<file path="config.mk">
export PLATFORM = sky130hd
export DESIGN_NAME = l1_rd_ret
export DESIGN_NICKNAME = d
export VERILOG_FILES = /design/src/rtl/l1_rd_ret.sv
export SDC_FILE = /design/constraint.sdc
export NUM_CORES = 1
export LEC_CHECK = 0
export CELL_PAD_IN_SITES_DETAIL_PLACEMENT = 1
export CELL_PAD_IN_SITES_GLOBAL_PLACEMENT = 2
export CORE_UTILIZATION = 35
export CTS_CLUSTER_SIZE = 20
export DETAILED_ROUTE_END_ITERATION = 6
export HOLD_SLACK_MARGIN = 0.12
export PLACE_DENSITY_LB_ADDON = 0.1
export SYNTH_ARGS = -nofsm -noshare
export SYNTH_HDL_FRONTEND = slang
export SYNTH_SLANG_ARGS = --single-unit
</file>
<file path="constraint.sdc">
create_clock -name clk -period 5.9 [get_ports clk]
set_input_delay 1.77 -clock clk [delete_from_list [all_inputs] [get_ports clk]]
set_output_delay 1.77 -clock clk [all_outputs]
set_load 0.01 [all_outputs]
</file>
<file path="src/rtl/l1_rd_ret.sv">
// l1_rd_ret: L1 read-port data return stage.
// Accepts one {sid, ptr} read per cycle and reads the L1 BRAM, which has a fixed latency.
// The returned word and its stream id go into a small in-order FIFO,
// which is drained by the AFU over a valid/ready handshake.
// Before a read is issued, a credit counter reserves a FIFO slot for it,
// so BRAM data is never dropped under AFU backpressure.
module l1_rd_ret #(
  parameter int nstrms       = 64,
  parameter int nstrms_width = $clog2(nstrms),
  parameter int ptr_width    = 1,
  parameter int data_width   = 64,
  parameter int rd_lat       = 2,
  parameter int fifo_depth   = 4,
  parameter int cnt_width    = $clog2(fifo_depth + 1)
) (
  input  logic                          clk,
  input  logic                          reset,
  input  logic                          i_addr_v,
  output logic                          i_addr_r,
  input  logic [ptr_width-1:0]          i_addr_ptr,
  input  logic [nstrms_width-1:0]       i_addr_sid,
  output logic                          o_bram_re,
  output logic [nstrms_width+ptr_width-1:0] o_bram_addr,
  input  logic [data_width-1:0]         i_bram_data,
  output logic                          o_rd_v,
  input  logic                          o_rd_r,
  output logic [data_width-1:0]         o_rd_data,
  output logic [nstrms_width-1:0]       o_rd_sid,
  output logic                          o_idle
);

  localparam int idx_width = (fifo_depth > 1) ? $clog2(fifo_depth) : 1;

  // used counts reads in flight plus entries in the FIFO.
  logic [cnt_width-1:0]    used;
  logic [cnt_width-1:0]    fifo_cnt;
  logic                    accept;
  logic                    push;
  logic                    pop;

  logic [rd_lat-1:0]       pipe_v;
  logic [nstrms_width-1:0] pipe_sid [rd_lat];

  logic [data_width-1:0]   fifo_data [fifo_depth];
  logic [nstrms_width-1:0] fifo_sid  [fifo_depth];
  logic [idx_width-1:0]    wr_idx;
  logic [idx_width-1:0]    rd_idx;

  function automatic logic [idx_width-1:0] next_idx(input logic [idx_width-1:0] idx);
    if (idx == idx_width'(fifo_depth - 1)) return '0;
    return idx + 1'b1;
  endfunction

  // Readiness depends only on the registered count.
  // A pop in the same cycle does not free a slot until the next cycle.
  assign i_addr_r    = reset & (used < cnt_width'(fifo_depth));
  assign accept      = i_addr_v & i_addr_r;
  assign o_bram_re   = accept;
  assign o_bram_addr = {i_addr_sid, i_addr_ptr};

  assign push      = pipe_v[rd_lat-1];
  assign o_rd_v    = (fifo_cnt != '0);
  assign pop       = o_rd_v & o_rd_r;
  assign o_rd_data = fifo_data[rd_idx];
  assign o_rd_sid  = fifo_sid[rd_idx];
  assign o_idle    = (used == '0);

  // Credit counter: +1 on each accepted read, -1 on each pop.
  always_ff @(posedge clk or negedge reset) begin
    if (!reset) begin
      used <= '0;
    end else if (accept && !pop) begin
      used <= used + 1'b1;
    end else if (!accept && pop) begin
      used <= used - 1'b1;
    end
  end

  // Valid bits of the issue pipeline, which tracks the BRAM latency and never stalls.
  always_ff @(posedge clk or negedge reset) begin
    if (!reset) begin
      pipe_v <= '0;
    end else begin
      pipe_v[0] <= accept;
      for (int i = 1; i < rd_lat; i++) pipe_v[i] <= pipe_v[i-1];
    end
  end

  // Stream ids travel alongside the valids; the valids alone qualify them.
  always_ff @(posedge clk) begin
    pipe_sid[0] <= i_addr_sid;
    for (int i = 1; i < rd_lat; i++) pipe_sid[i] <= pipe_sid[i-1];
  end

  // FIFO pointers and occupancy; push and pop may occur together even when the FIFO is full.
  always_ff @(posedge clk or negedge reset) begin
    if (!reset) begin
      wr_idx   <= '0;
      rd_idx   <= '0;
      fifo_cnt <= '0;
    end else begin
      if (push) wr_idx <= next_idx(wr_idx);
      if (pop)  rd_idx <= next_idx(rd_idx);
      if (push && !pop)      fifo_cnt <= fifo_cnt + 1'b1;
      else if (!push && pop) fifo_cnt <= fifo_cnt - 1'b1;
    end
  end

  // FIFO storage, written by the last pipeline stage. Entries are qualified by fifo_cnt.
  always_ff @(posedge clk) begin
    if (push) begin
      fifo_data[wr_idx] <= i_bram_data;
      fifo_sid[wr_idx]  <= pipe_sid[rd_lat-1];
    end
  end

  // The credit rule guarantees these properties; a violation indicates a design bug.
  a_no_overflow: assert property (@(posedge clk) disable iff (!reset)
    !(push && !pop && fifo_cnt == cnt_width'(fifo_depth)));
  a_used_bound: assert property (@(posedge clk) disable iff (!reset)
    used <= cnt_width'(fifo_depth));

endmodule
</file>
Yosys cells after proc, flatten, opt, wreduce, memory -nomap -nowiden
Memories as Yosys holds them, arrays and structs flattened.
Cells that the tools add are included.
W data, S select, Z words.
- $lt $le $gt $ge: 1
- multiplexer cells: 14
- bitwise logic cells: 3
- reduce and logical (&&, ||, !) cells: 11
- add/subtract/negate cells: 6
- equal/unequal tests: 2
- operators with widths (kind ; number):
    $mux W3 ; 4
    $mux W2 ; 4
    $add A3 B1 Y3 const B ; 2
    $mux W1 ; 6
    $sub A3 B1 Y3 const B ; 2
    $add A2 B1 Y2 const B ; 2
    $eq A2 B2 Y1 const B ; 2
    $logic_and A1 B1 Y1 ; 4
    $reduce_bool A2 Y1 ; 2
    $and A1 B1 Y1 ; 3
    $logic_not A1 Y1 ; 3
    $logic_not A3 Y1 ; 1
    $lt A3 B3 Y1 const B ; 1
    $reduce_bool A3 Y1 ; 1
- output and inout port bits: 81
- memories kept: 3
- input port bits: 75
- logic and storage cells: 45
- register bits after elaboration: 12
- bits in writable memories: 292
- memories (name ; depth ; bits a word ; read ports ; clocked after memory_dff ; write ports ; RTL line ; source):
    fifo_data ; 4 ; 64 ; 1 ; 0 ; 1 ; 44 ; logic [data_width-1:0] fifo_data [fifo_depth];
    fifo_sid ; 4 ; 6 ; 1 ; 0 ; 1 ; 45 ; logic [nstrms_width-1:0] fifo_sid [fifo_depth];
    pipe_sid ; 2 ; 6 ; 2 ; 0 ; 2 ; 42 ; logic [nstrms_width-1:0] pipe_sid [rd_lat];

Longest topological paths before layout
Gate-level depths: netlist (run 1).
- depth in word-level cells: 7
- gate-level depth with buffers: 8
- mapped depth without buffers: 8

Least setup slack after synthesis (run 1)
No wires, ideal clock.
- path kind: input-to-output
- start point: in reset
- end point: out o_bram_re
- setup slack: 1.896 ns
- stages: 2
- data required time: 4.130 ns
- arrival: 2.234 ns
- buffers on the path: 0
- cells stage by stage: nor2b_1 -> and2_1
- word-level cells in the longest chain between the ends: 2
- RTL lines (what ; RTL line ; source):
    start: declaration ; 17 ; input logic reset,
    $and A1 B1 Y1 ; 56 ; assign i_addr_r = reset & (used < cnt_width'(fifo_depth));
    $and A1 B1 Y1 ; 57 ; assign accept = i_addr_v & i_addr_r;
    end: declaration ; 22 ; output logic o_bram_re,
No other way between the ends.

Worst setup path in the final report (run 1)
Ends and elaborated chain as after synthesis.

==> summary.md, run 1 <==
| Metric | Value |
|---|---|
| Status | complete, no violations |
| Pre-CTS setup slack | ~0.71 ns |
| Hold Violations, Final | 0 |
| Initial DRC count | 252 |
| H-tree levels | 2 |
| Reg2Reg Depth | 4 |
| Stages on worst setup path | 5 |
| Die area | approximately 32,000 um2 |
| # IOs | ~160 |
| Cell accounting for the most synthesized area | edfxtp_1 |
| Area share of the largest cell type after synthesis | around 76% |
| Reg clk slew, reported paths | around 0.050 ns |
| Net Sw Frac | 25.8% |
| Yosys cell types | 23 |
| Post-synthesis simple-gate area fraction | 0.721% |
| Top cells by area, synth | edfxtp_1, mux4_2, dfrtp_1, dfxtp_1, buf_12 |
| Post-route ant nets | 0 |
| Sequential power share | 42.9% |
| Hold buffers post-CTS | 0 |
| Cell family with most CP delay | buffers and inverters |
| Total clock sinks | roughly 300 |
| Synth async-reset ratio | under 10% |
| Mapped Area | roughly 11,000 um2 |
| CP dominant cell by count | clkdlybuf4s50_1 |
| Syn nets | approximately 520 |
| Met3 Resource Use GR | between 3 and 4% |
| Multi-input logic area | between 1500 and 2000 um2 |
| Nets@finish | 695 |
| Global route hottest layer | met2 |
| Core footprint | about 31,000 um2 |
| Period utilization | a little under 90% |
| Setup tns final | 0 ns |
| Filler cells | between 2,000 and 3,000 |
| Logic gate share of total power | around a quarter |
| Worst rel slew slack | between 20% and 30% |
| Synth Area in Compound Gates | less than 1% |
| Grt met2 use | approximately 23% |
| Fin crit period | about 5.2 ns |
| DR DRC count | 0 |
| GRT Total Usage | between 10% and 20% |
| Register area share after synthesis | 80.6% |
| Via count | approximately 5,000 |
| Crit-path slowest cell | clkdlybuf4s50_1 |
| Commonest cells after routing, fill and taps aside | edfxtp_1, clkdlybuf4s50_1, mux4_2 |
| Ant. Diodes | 0 |
| WL final | around 21,000 um |
| Syn-to-layout area delta | 26.5% |
| Setup crit end | o_bram_re |
| Crit Reg-Reg Startpoint | wr_idx[0] |
| Mean Syn Cell Area | between 20 and 30 um2 |
| First-pass GRT wire length | around 33,000 um |
| Routed wire length per instance | roughly 21 um |
| Cells after Synth | approximately 440 |
| Root Driver | clkbuf_16 |
| Setup Skew | roughly 0.0056 ns |
| Final setup margin | between 0.7 and 0.8 ns |
| CTS resizes | 0 |
| Clk_lat worst skew | about 0.49 ns |
| PD cells | approximately 460 nW/um2 |
| Crit path arrival time | 3.40 ns |
| Static Leak | between 4 and 5 nW |
| Worst hold path class | flop to flop |
| Worst Path Required | 4.13 ns |
| Most common cell after layout, fill and taps aside | edfxtp_1 |
| Multiplexer area fraction after synthesis | 14.7% |
| Pins Over Slew Limit | 0 |
| Clk network pwr share | 30.9% |
| GRT overflow | 0 |
| CTS Buf Count | 34 |
| Antenna violations before repair | 0 |
| Vias per cell | 4.81 |
| Dpl hpwl | around 12,000 um |
| Startpoint class of the critical path | input port |
| Die W | roughly 180 um |
| First-pass DRT Iterations | 4 |
| Worst setup EP type | primary output |
| Reg2Reg Setup Slack | about 3.7 ns |
| Crit-path cells | clkdlybuf4s50_1 > buf_4 > nor2b_1 > and2_1 > clkdlybuf4s50_1 |
| Sw power | 0.00166 W |
| Synth Register Bits | approximately 300 |
| Largest net degree at the start of global routing | 68 |
| Share of post-route cells with drive strength above 1 | 21.4% |
| Main synth FF type | edfxtp_1 |
| Register area | approximately 9000 um2 |
| Max Clk Rate | a little under 0.2 GHz |
| Adder-Cell Fraction of Synth Area | between 1 and 1.5% |
| Worst Tran Pin Value | between 1 and 1.5 ns |
| Max-cap violations | 0 |
| Worst R2R End | fifo_data[0][53] |
| # setup viols final | 0 |
| Peak supply drop | roughly 250 uV |
| FP Rows | 64 |
| GP Congestion | around 0.64 |
| P_int | 0.00479 W |
| Critical path peak fanout | 13 |
| CTS tree | done |
| Setup Fix Bufs, Post-CTS | 0 |
| Vias in the first global route | ~5,700 |
| Largest family of logic cells by synthesized area | multiplexers |
| PortBufs | ~150 |
| CTS Buffer Depth | 3 |
| Die H | between 150 and 200 um |
| Ys Warns | 0 |
| Post-synth EDFFs | 280 |
| Critical setup path kind | input port to primary output |
| Initial Util | between 30% and 40% |
| RSZ-0062 raised after global routing | no |
| M1 GR Usage | approximately 17% |
| Largest stage delay, worst path | about 0.56 ns |
| Crit path buf inv count | 3 |
| Critical Path Start | reset |
| Synth Area in XOR/XNOR | less than 1% |
[layer usage]
layer / part of all wire [%] / wire (um)
met1: 44 / 9430
met2: 49 / 10400
met3: 4.9 / 1040
met4: 1.7 / 355
met5: 0 / 0
[final cells by class]
class	instances	area share, %
flip-flops and latches	304	63.7
multi-input cells	106	13.6
repair buffers	161	11.4
clock buffers	47	7.00
well taps	396	3.53
clock inverters	14	0.641
inverters	4	0.107
[worst min path at each step]
stage | from | to | slack, ns | cells after the start
CTS | pipe_sid[0][1] | pipe_sid[0][7] | 0.32 | 0
global placement | pipe_sid[0][1] | pipe_sid[0][7] | 0.32 | 0
floorplan | pipe_sid[0][4] | pipe_sid[0][10] | 0.31 | 0
detailed placement | pipe_sid[0][0] | pipe_sid[0][6] | 0.32 | 0
global route | pipe_sid[0][1] | pipe_sid[0][7] | 0.32 | 0
finish | pipe_sid[0][1] | pipe_sid[0][7] | 0.32 | 0
[worst register-to-register path: cells and delay by family (launching register included)]
family / cells / cell delay (ns)
buffers and inverters: 2 / 0.76
adders and majority gates: 1 / 0.15
and+or+nand+nor: 1 / 0.50
DFF: 1 / 0.42
[state kept, by name (all words and copies together), names as in the netlist]
| signal | flops |
|---|---|
| used | 3 |
| fifo_cnt | 3 |
| pipe_v | 2 |
| fifo_data | 256 |
| fifo_sid | 24 |
| wr_idx | 2 |
| rd_idx | 2 |
| pipe_sid | 12 |
[logic make-up (layout without fill, tap and decap cells)]
group / after synthesis / in the layout
compound gates: 2 / 2
xor+xnor: 6 / 6
fa+ha+maj: 9 / 9
buf+inv: 27 / 226
flops: 304 / 304
mux: 74 / 74
simple gates: 15 / 15
[cells in the mapped netlist (2+ instances only)]
cell / instances
fa_1: 2
buf_2: 7
buf_4: 7
edfxtp_1: 280
xor2_1: 4
xnor2_1: 2
inv_1: 4
mux4_2: 68
nor2_1: 4
buf_12: 7
and2_1: 5
nand2_1: 3
mux2_2: 4
dfrtp_1: 12
mux4_1: 2
ha_1: 7
dfxtp_1: 12
o21ai_0: 2
[metrics by stage]
step	power, W	hold slack, ns	area (um2)	util [%]	std cells
2_1_floorplan	0.00377	0.310	11100	-	437
4_1_cts	0.00659	0.324	14100	45.5	1032
6_report	0.00645	0.325	14100	45.5	1032
5_1_grt	0.00676	0.324	14100	45.5	1032
3_3_place_gp	0.00454	0.315	13000	42.0	971
3_5_place_dp	0.00456	0.316	13000	42.0	971
[power by group through the flow]
stage | Combinational, W | Sequential, W | Clock [W]
2_1_floorplan | 0.00112 | 0.00264 | 0
5_1_grt | 0.00181 | 0.00281 | 0.00214
3_3_place_gp | 0.00172 | 0.00282 | 0
3_5_place_dp | 0.00173 | 0.00283 | 0
6_report | 0.00169 | 0.00277 | 0.00199
4_1_cts | 0.00174 | 0.00278 | 0.00206
Power figures use the tool's default switching activity.
==> run 2, diff against run 1 <==
Settings changed: CTS_BUF_LIST from default to sky130_fd_sc_hd__clkbuf_8, SETUP_SLACK_MARGIN from default to 0.1.
==> summary.md, run 2 (synthesis results as in run 1) <==
| Metric | Value |
|---|---|
| GP Congestion | 0.643 (unchanged) |
| RSZ-0062 raised after global routing | no (unchanged) |
| First-pass DRT Iterations | 7 (was 4) |
| CTS Buffer Depth | 3 (unchanged) |
| Vias in the first global route | 5,756 (was 5,658) |
| Syn-to-layout area delta | 25.1% (was 26.5%) |
| FP Rows | 64 (unchanged) |
| Hold_ws | 0.330 ns (was 0.325 ns) |
| Ant. Diodes | 0 (unchanged) |
| Nets@finish | 711 (was 695) |
| Worst Tran Pin Value | 1.10 ns (about the same) |
| Static Leak | 4.55 nW (was 4.56 nW) |
| Worst rel slew slack | 26.9% (was 26.7%) |
| # IOs | 156 (unchanged) |
| Vias per cell | 4.78 (was 4.81) |
| Initial DRC count | 171 (was 252) |
| PD cells | 440 nW/um2 (was 459 nW/um2) |
| Post-route ant nets | 0 (unchanged) |
| CTS Buf Count | 50 (was 34) |
| Total design power | 0.00612 W (was 0.00645 W) |
| Commonest cells after routing, fill and taps aside | edfxtp_1, clkdlybuf4s50_1, mux4_2 (unchanged) |
| Reg clk slew, reported paths | 0.06 ns (was 0.05 ns) |
| CTS tree | done (unchanged) |
| Setup tns final | 0 ns (unchanged) |
| Worst Path Required | 4.13 ns (about the same) |
| Worst hold path class | flop to flop (unchanged) |
| GRT Total Usage | 13.5% (was 13.4%) |
| Via count | 5,069 (was 4,964) |
| DR DRC count | 0 (unchanged) |
| Status | complete, no violations (unchanged) |
| Crit path arrival time | 3.40 ns (about the same) |
| CTS resizes | 0 (unchanged) |
| Setup Fix Bufs, Post-CTS | 0 (unchanged) |
| DP Area | 13,000 um2 (unchanged) |
| Largest net degree at the start of global routing | 68 (unchanged) |
| Critical setup path kind | input port to primary output (unchanged) |
| Final Util | 45.0% (was 45.5%) |
| Most common cell after layout, fill and taps aside | edfxtp_1 (unchanged) |
| WL final | 21,500 um (was 21,300 um) |
| Pins Over Slew Limit | 0 (unchanged) |
| Hold Violations, Final | 0 (unchanged) |
| # setup viols final | 0 (unchanged) |
| Die area | 32,400 um2 (unchanged) |
| Worst setup EP type | primary output (unchanged) |
| H-tree levels | 2 (unchanged) |
| Die W | 180 um (unchanged) |
| Share of post-route cells with drive strength above 1 | 22.4% (was 21.4%) |
| Clk_lat worst skew | 0.56 ns (was 0.49 ns) |
| Dpl hpwl | 11,900 um (unchanged) |
| Total clock sinks | 304 (unchanged) |
| Root Driver | clkbuf_8 (was clkbuf_16) |
| GRT overflow | 0 (unchanged) |
| Critical path peak fanout | 13 (unchanged) |
| Die H | 180 um (unchanged) |
| Startpoint class of the critical path | input port (unchanged) |
| Largest Register | fifo_data (unchanged) |
| Peak supply drop | 211 uV (was 254 uV) |
| Max reg flops | 256 (unchanged) |
| Period utilization | 87.7% (about the same) |
| PortBufs | 153 (unchanged) |
| Initial Util | 35.9% (unchanged) |
| Routed wire length per instance | 20.3 um (was 20.6 um) |
| Top flop regs | fifo_data (256), fifo_sid (24), pipe_sid (12) (unchanged) |
| Antenna violations before repair | 0 (unchanged) |
| Final Cell Area | 13,900 um2 (was 14,100 um2) |
| Core footprint | 30,900 um2 (unchanged) |
| Hold buffers post-CTS | 0 (unchanged) |
| Max-cap violations | 0 (unchanged) |
| Fin crit period | 5.17 ns (about the same) |
| Setup Skew | 0.0265 ns (was 0.00558 ns) |
| Max Clk Rate | 0.193 GHz (about the same) |
| First-pass GRT wire length | 33,200 um (was 32,900 um) |
## run 2: cell types whose count changed in the layout (fill, tap and decap cells not counted), sizes merged
cell	previous run	this run
inv	4	18
clkinv	13	20
clkbuf	47	54
clkinvlp	0	1
## run 2: cell type report
class / instances / area [um2]
clock inverters: 36 / 173
repair buffers: 161 / 1600
inverters: 4 / 15.0
well taps: 396 / 495
fillers: 2885 / 17000
clock buffers: 54 / 743
flip-flops and latches: 304 / 8960
multi-input cells: 106 / 1910
## run 2: routing by layer
layer  global-route usage [%]  vias up  wire length, um
met4                     4.41        0              388
met3                     3.33       33             1120
met1                     17.4     2655             9560
met2                     22.6      159            10400
li1                         -     2222                -
met5                        0        -                0
## run 2: where the power goes
part | switching (W) | internal, W
clock | 0.000777 | 0.000883
sequential | 0.000220 | 0.00255
combinational | 0.000656 | 0.00103
total | 0.00165 | 0.00446
## run 2: worst paths after layout
kind	end	from	cells after the start	slack, ns
worst max-delay path	o_bram_re	reset	5	0.73
worst max register to register	fifo_data[2][27]	wr_idx[0]	4	3.67
max in group asynchronous	rd_idx[1]	reset	2	4.17
min in group asynchronous	fifo_cnt[0]	reset	2	1.55
worst min register to register	pipe_sid[0][7]	pipe_sid[0][1]	0	0.33
worst min-delay path	pipe_sid[0][7]	pipe_sid[0][1]	0	0.33
## run 2: critical path, cell delays in order
cell and delay [ns]:
clkdlybuf4s50_1 0.47, buf_4 0.21, nor2b_1 0.19, and2_1 0.20, clkdlybuf4s50_1 0.56
## run 2: stage by stage
step,std cells,setup WS (ns)
after global placement,971,0.766
after CTS,1061,0.695
after global routing,1061,0.638
after floorplan,437,1.90
final,1061,0.729
after detailed placement,971,0.713
